### config.mk
export PLATFORM = sky130hd
export DESIGN_NAME = tt3_vector_sequencer
export DESIGN_NICKNAME = d
export VERILOG_FILES = /design/src/rtl/tt3_vector_sequencer.sv
export SDC_FILE = /design/constraint.sdc
export NUM_CORES = 1
export LEC_CHECK = 0
export ABC_AREA = 1
export BUFFER_PORTS_ARGS = -buffer_cell sky130_fd_sc_hd__buf_2
export CORE_MARGIN = 2
export CORE_UTILIZATION = 58
export DETAILED_ROUTE_END_ITERATION = 10
export GPL_ROUTABILITY_DRIVEN = 0
export HOLD_SLACK_MARGIN = 0.03
export PLACE_DENSITY = 0.93
export SLEW_MARGIN = 0
export SYNTH_ARGS = -nofsm -noshare
export SYNTH_HDL_FRONTEND = slang
export SYNTH_SLANG_ARGS = --single-unit
### constraint.sdc
create_clock -name clk -period 3 [get_ports clk]
set_input_delay 0.15 -clock clk [delete_from_list [all_inputs] [get_ports clk]]
set_output_delay 0.15 -clock clk [all_outputs]
set_load 0.02 [all_outputs]
### src/rtl/tt3_vector_sequencer.sv
// tt3_vector_sequencer: walks {a,b,y} through 0..7, samples good_in after a settle window, counts mismatches.
// Latency: SETTLE_CYC+1 cycles per vector; DONE is entered 8*(SETTLE_CYC+1) edges after the start-accept edge.
// Backpressure: none; start is only honoured in IDLE and is dropped (not queued) while busy or in DONE.
//
// Optional build macro TT3_FIRST_ERR_CAPTURE_EN adds first_err_vld/first_err_idx, which record the
// first mismatching vector of a run.
//
// Parameters:
//   SETTLE_CYC : cycles a vector is held before its sample cycle (1..15).
//   EXPECT     : expected good_in per vector; bit i applies to {a,b,y} == i.

module tt3_vector_sequencer #(
    parameter int unsigned SETTLE_CYC = 2,
    parameter logic [7:0]  EXPECT     = 8'h96
) (
    input  logic       clk,
    input  logic       reset,
    input  logic       start,
    input  logic       good_in,
    output logic       a,
    output logic       b,
    output logic       y,
    output logic [2:0] vec_idx,
    output logic       busy,
    output logic       done,
    output logic       pass,
    output logic [3:0] err_cnt
`ifdef TT3_FIRST_ERR_CAPTURE_EN
    ,
    output logic       first_err_vld,
    output logic [2:0] first_err_idx
`endif
);

    typedef enum logic [1:0] {
        IDLE   = 2'd0,
        SETTLE = 2'd1,
        SAMPLE = 2'd2,
        DONE   = 2'd3
    } state_t;

    // Last value of the settle counter before moving on to the sample cycle.
    localparam logic [3:0] CNT_LAST = 4'(SETTLE_CYC - 1);

    state_t     state;
    logic [3:0] cnt;
    logic       mismatch;

    // Compare the checker output against the truth table for the vector on the pins.
    assign mismatch = (good_in != EXPECT[vec_idx]);

    // Sequencer FSM: every output is registered here, so good_in only reaches err_cnt via a flop.
    always_ff @(posedge clk or posedge reset) begin
        if (reset) begin
            state   <= IDLE;
            cnt     <= 4'd0;
            a       <= 1'b0;
            b       <= 1'b0;
            y       <= 1'b0;
            vec_idx <= 3'd0;
            busy    <= 1'b0;
            done    <= 1'b0;
            pass    <= 1'b0;
            err_cnt <= 4'd0;
        end else begin
            // done is a single-cycle pulse; only the SAMPLE->DONE transition raises it.
            done <= 1'b0;
            unique case (state)
                IDLE: begin
                    if (start) begin
                        state     <= SETTLE;
                        vec_idx   <= 3'd0;
                        {a, b, y} <= 3'b000;
                        err_cnt   <= 4'd0;
                        pass      <= 1'b0;
                        cnt       <= 4'd0;
                        busy      <= 1'b1;
                    end
                end
                SETTLE: begin
                    if (cnt == CNT_LAST) begin
                        state <= SAMPLE;
                    end else begin
                        cnt <= cnt + 4'd1;
                    end
                end
                SAMPLE: begin
                    if (mismatch) begin
                        err_cnt <= err_cnt + 4'd1;
                    end
                    // Vector 7 is terminal: a, b, y and vec_idx stay at 7 until the next start.
                    if (vec_idx == 3'd7) begin
                        state <= DONE;
                        busy  <= 1'b0;
                        done  <= 1'b1;
                    end else begin
                        vec_idx   <= vec_idx + 3'd1;
                        {a, b, y} <= vec_idx + 3'd1;
                        cnt       <= 4'd0;
                        state     <= SETTLE;
                    end
                end
                DONE: begin
                    // err_cnt already includes the vector-7 result by the time DONE is reached.
                    pass  <= (err_cnt == 4'd0);
                    state <= IDLE;
                end
                default: begin
                    state <= IDLE;
                end
            endcase
        end
    end

`ifdef TT3_FIRST_ERR_CAPTURE_EN
    // Capture the index of the first mismatch of a run; sticky until the next accepted start.
    always_ff @(posedge clk or posedge reset) begin
        if (reset) begin
            first_err_vld <= 1'b0;
            first_err_idx <= 3'd0;
        end else if (state == IDLE && start) begin
            first_err_vld <= 1'b0;
            first_err_idx <= 3'd0;
        end else if (state == SAMPLE && mismatch && !first_err_vld) begin
            first_err_vld <= 1'b1;
            first_err_idx <= vec_idx;
        end
    end
`endif

endmodule

==> metrics.cfg <==
[clocking]
clkSinkCount=16
clock_latency_ns=0.29
htree_levels=1
cts.path.max_buffers=2
cts_setup_buffers=0
numCtsBuffers=3
cts_tree=yes
cts-root-buf=clkbuf_4
cts.clk_slew.worst_paths_ns=0.09

[layout]
num_antenna_cells=0
post-route-util_pct=69.72
final_common_cell=nand2_1
design_area_mm2=0.001075
final_cell_mix=28 x nand2_1, 16 x dfrtp_1, 16 x buf_2
final_layout_size_suffix_gt1_share_pct=24.26
syn2layout_area_growth_pct=11.41
layout.nets=148
nFillCells=117

[synthesis]
synth_top_area_cell=dfrtp_1
ys_ff_latch=16
ys_top_cells_by_area=dfrtp_1 42%, nand2_1 11%, ha_1 7.8%, nand3_1 6.2%, inv_1 5.4%
syn_area_per_cell_um2=8.107
synth_cells=119
ys_types=22
syn_nets=129
ys_warn_count=0
netlist_area_um2=964.7
ys_seq_area_share_pct=41.50
synth_top_area_share_pct=41.50

[job]
cap_violations=0

[global_routing]
track_usage_pct=22.93
first_global_vias=770
grt_pass1_wl_um=3325
grt_max_degree=17
antenna_found_initial=0
grtUsageMet3_pct=4.800
use_met2_pct=35.65
busiest_layer=met2
use_met1_pct=31.09
grt-ovfl-total=0

[timing]
finalCriticalPeriod_ns=1.479
period_share_pct=49.29
setup_viol=0
setup_tns_ns=0
hold_violations=0
max_slew_margin_pct=58.91
worst_pin_slew_ns=0.6156
clock-skew-final_ns=0.003362
slew_violations=0
rsz0062_at_grt=false
fmax_mhz=676.2

[place]
place_area_mm2=0.001042
io_buffers=16
dp_hpwl_um=1413

[worst_setup_path]
reg2reg_setup_slack_ns=1.52
reg2reg_depth=8
arrival_ns=1.71
r2r_start=b
cp_data_required_time_ns=3.23
path_max_fanout=4
r2r-end=err_cnt[2]
start_kind=register
timing_worst_setup_path_type=reg -> reg
cp-startpoint=b
endpoint=err_cnt[2]
cp-end-kind=register

[pwr]
p_per_area_mw_per_mm2=875.1
power.leakage_nw=0.6078
p_clk_share_pct=12.0
p_comb_share_pct=49.7
p_sw_uw=451.5
intPower_uw=489.1
p_seq_share_pct=38.2
ir_worst_vdd_mv=0.4149
swShare_pct=48.00

[floorplan]
coreArea_mm2=0.001541
io_pins=17
num_rows=14
dieArea_mm2=0.002005
fp.dieW_um=44.78
start_util_pct=62.58
die_h_um=44.78

[routing]
vias=802
drc_errors=0
wl_um=1829
drtAntennaViolNets=0
first_pass_iters=6
wl_per_cell_um=12.03
dr.first_iter.drc_count=9
via_per_inst=5.276

[worst_hold_path]
hold_class=in -> reg
hold_depth=3

[outcome]
outcome=complete, no violations

## cell usage after synthesis (all sizes together)
cell type,instances
nor3,1
a21oi,1
nand4,1
inv,18
clkinv,1
xnor2,2
nand3,12
nand2,33
dfrtp,16
buf,3
ha,6
o21ai,12
nor2,12
a31o,1
## power by group through the flow
stage	clock (mW)	sequential (mW)	combinational (mW)
detailed placement	0	0.364	0.467
finish	0.113	0.360	0.468
global placement	0	0.358	0.449
global route	0.124	0.371	0.530
CTS	0.112	0.359	0.470
floorplan	0	0.372	0.357
## critical path: stages (launching register included)
cell,delay [ns]
dfrtp_1,0.42
ha_1,0.34
inv_1,0.10
nand2_1,0.05
nand3_1,0.08
nand3_1,0.19
nand2_4,0.12
nand2_1,0.05
nand2_1,0.06
## state kept, by name, indices dropped and copies added (netlist names)
register / cells
cnt: 4
err_cnt: 4
state: 2
a: 1
b: 1
busy: 1
done: 1
pass: 1
y: 1
## metal layers
layer,wire (um),vias to the layer above
li1,-,412
met1,821,360
met2,884,21
met3,72,9
met4,51,0
met5,0,-
## cell families (layout without fill, tap and decap cells)
kind of cell    count (synthesis)  in the layout  synth area share (%)
compound gates                 14             14                 8.820
xor+xnor                        2              2                 1.816
fa+ha+maj                       6              6                 7.782
buf+inv                        22             39                 9.987
flops                          16             16                 41.50
simple gates                   59             59                 30.09
## through the flow
step	std cells	setup WS (ns)	hold WS, ns	power [mW]
final	152	1.521	0.1529	0.9406
after detailed placement	148	1.545	0.2524	0.8317
after global placement	148	1.614	0.2474	0.8072
after global routing	152	1.396	0.1692	1.025
after CTS	152	1.529	0.1514	0.9418
after floorplan	119	1.564	0.06374	0.7295
## worst min-delay path by stage
| stage | from | end | slack (ns) |
|---|---|---|---|
| 5_1_grt | start | state[0] | 0.17 |
| 3_5_place_dp | reset | err_cnt[1] | 0.25 |
| 6_report | start | state[0] | 0.15 |
| 4_1_cts | start | state[0] | 0.15 |
| 3_3_place_gp | reset | err_cnt[0] | 0.25 |
| 2_1_floorplan | reset | a | 0.06 |
## cell type report
type / instances / area [um^2] / share of cell area [%]
Clock buffer: 3 / 22.52 / 2.095
Inverter: 19 / 73.82 / 6.868
Sequential cell: 16 / 400.4 / 37.25
Multi-Input combinational cell: 81 / 467.9 / 43.54
Tap cell: 16 / 20.02 / 1.863
Timing Repair Buffer: 17 / 90.09 / 8.382
## timing repair
item                      in CTS  in global routing
hold buffers                   1                  0
resized for setup              0                  0
hold endpoints to repair      16                  0
Note: power is estimated with default switching activity, not from simulation.
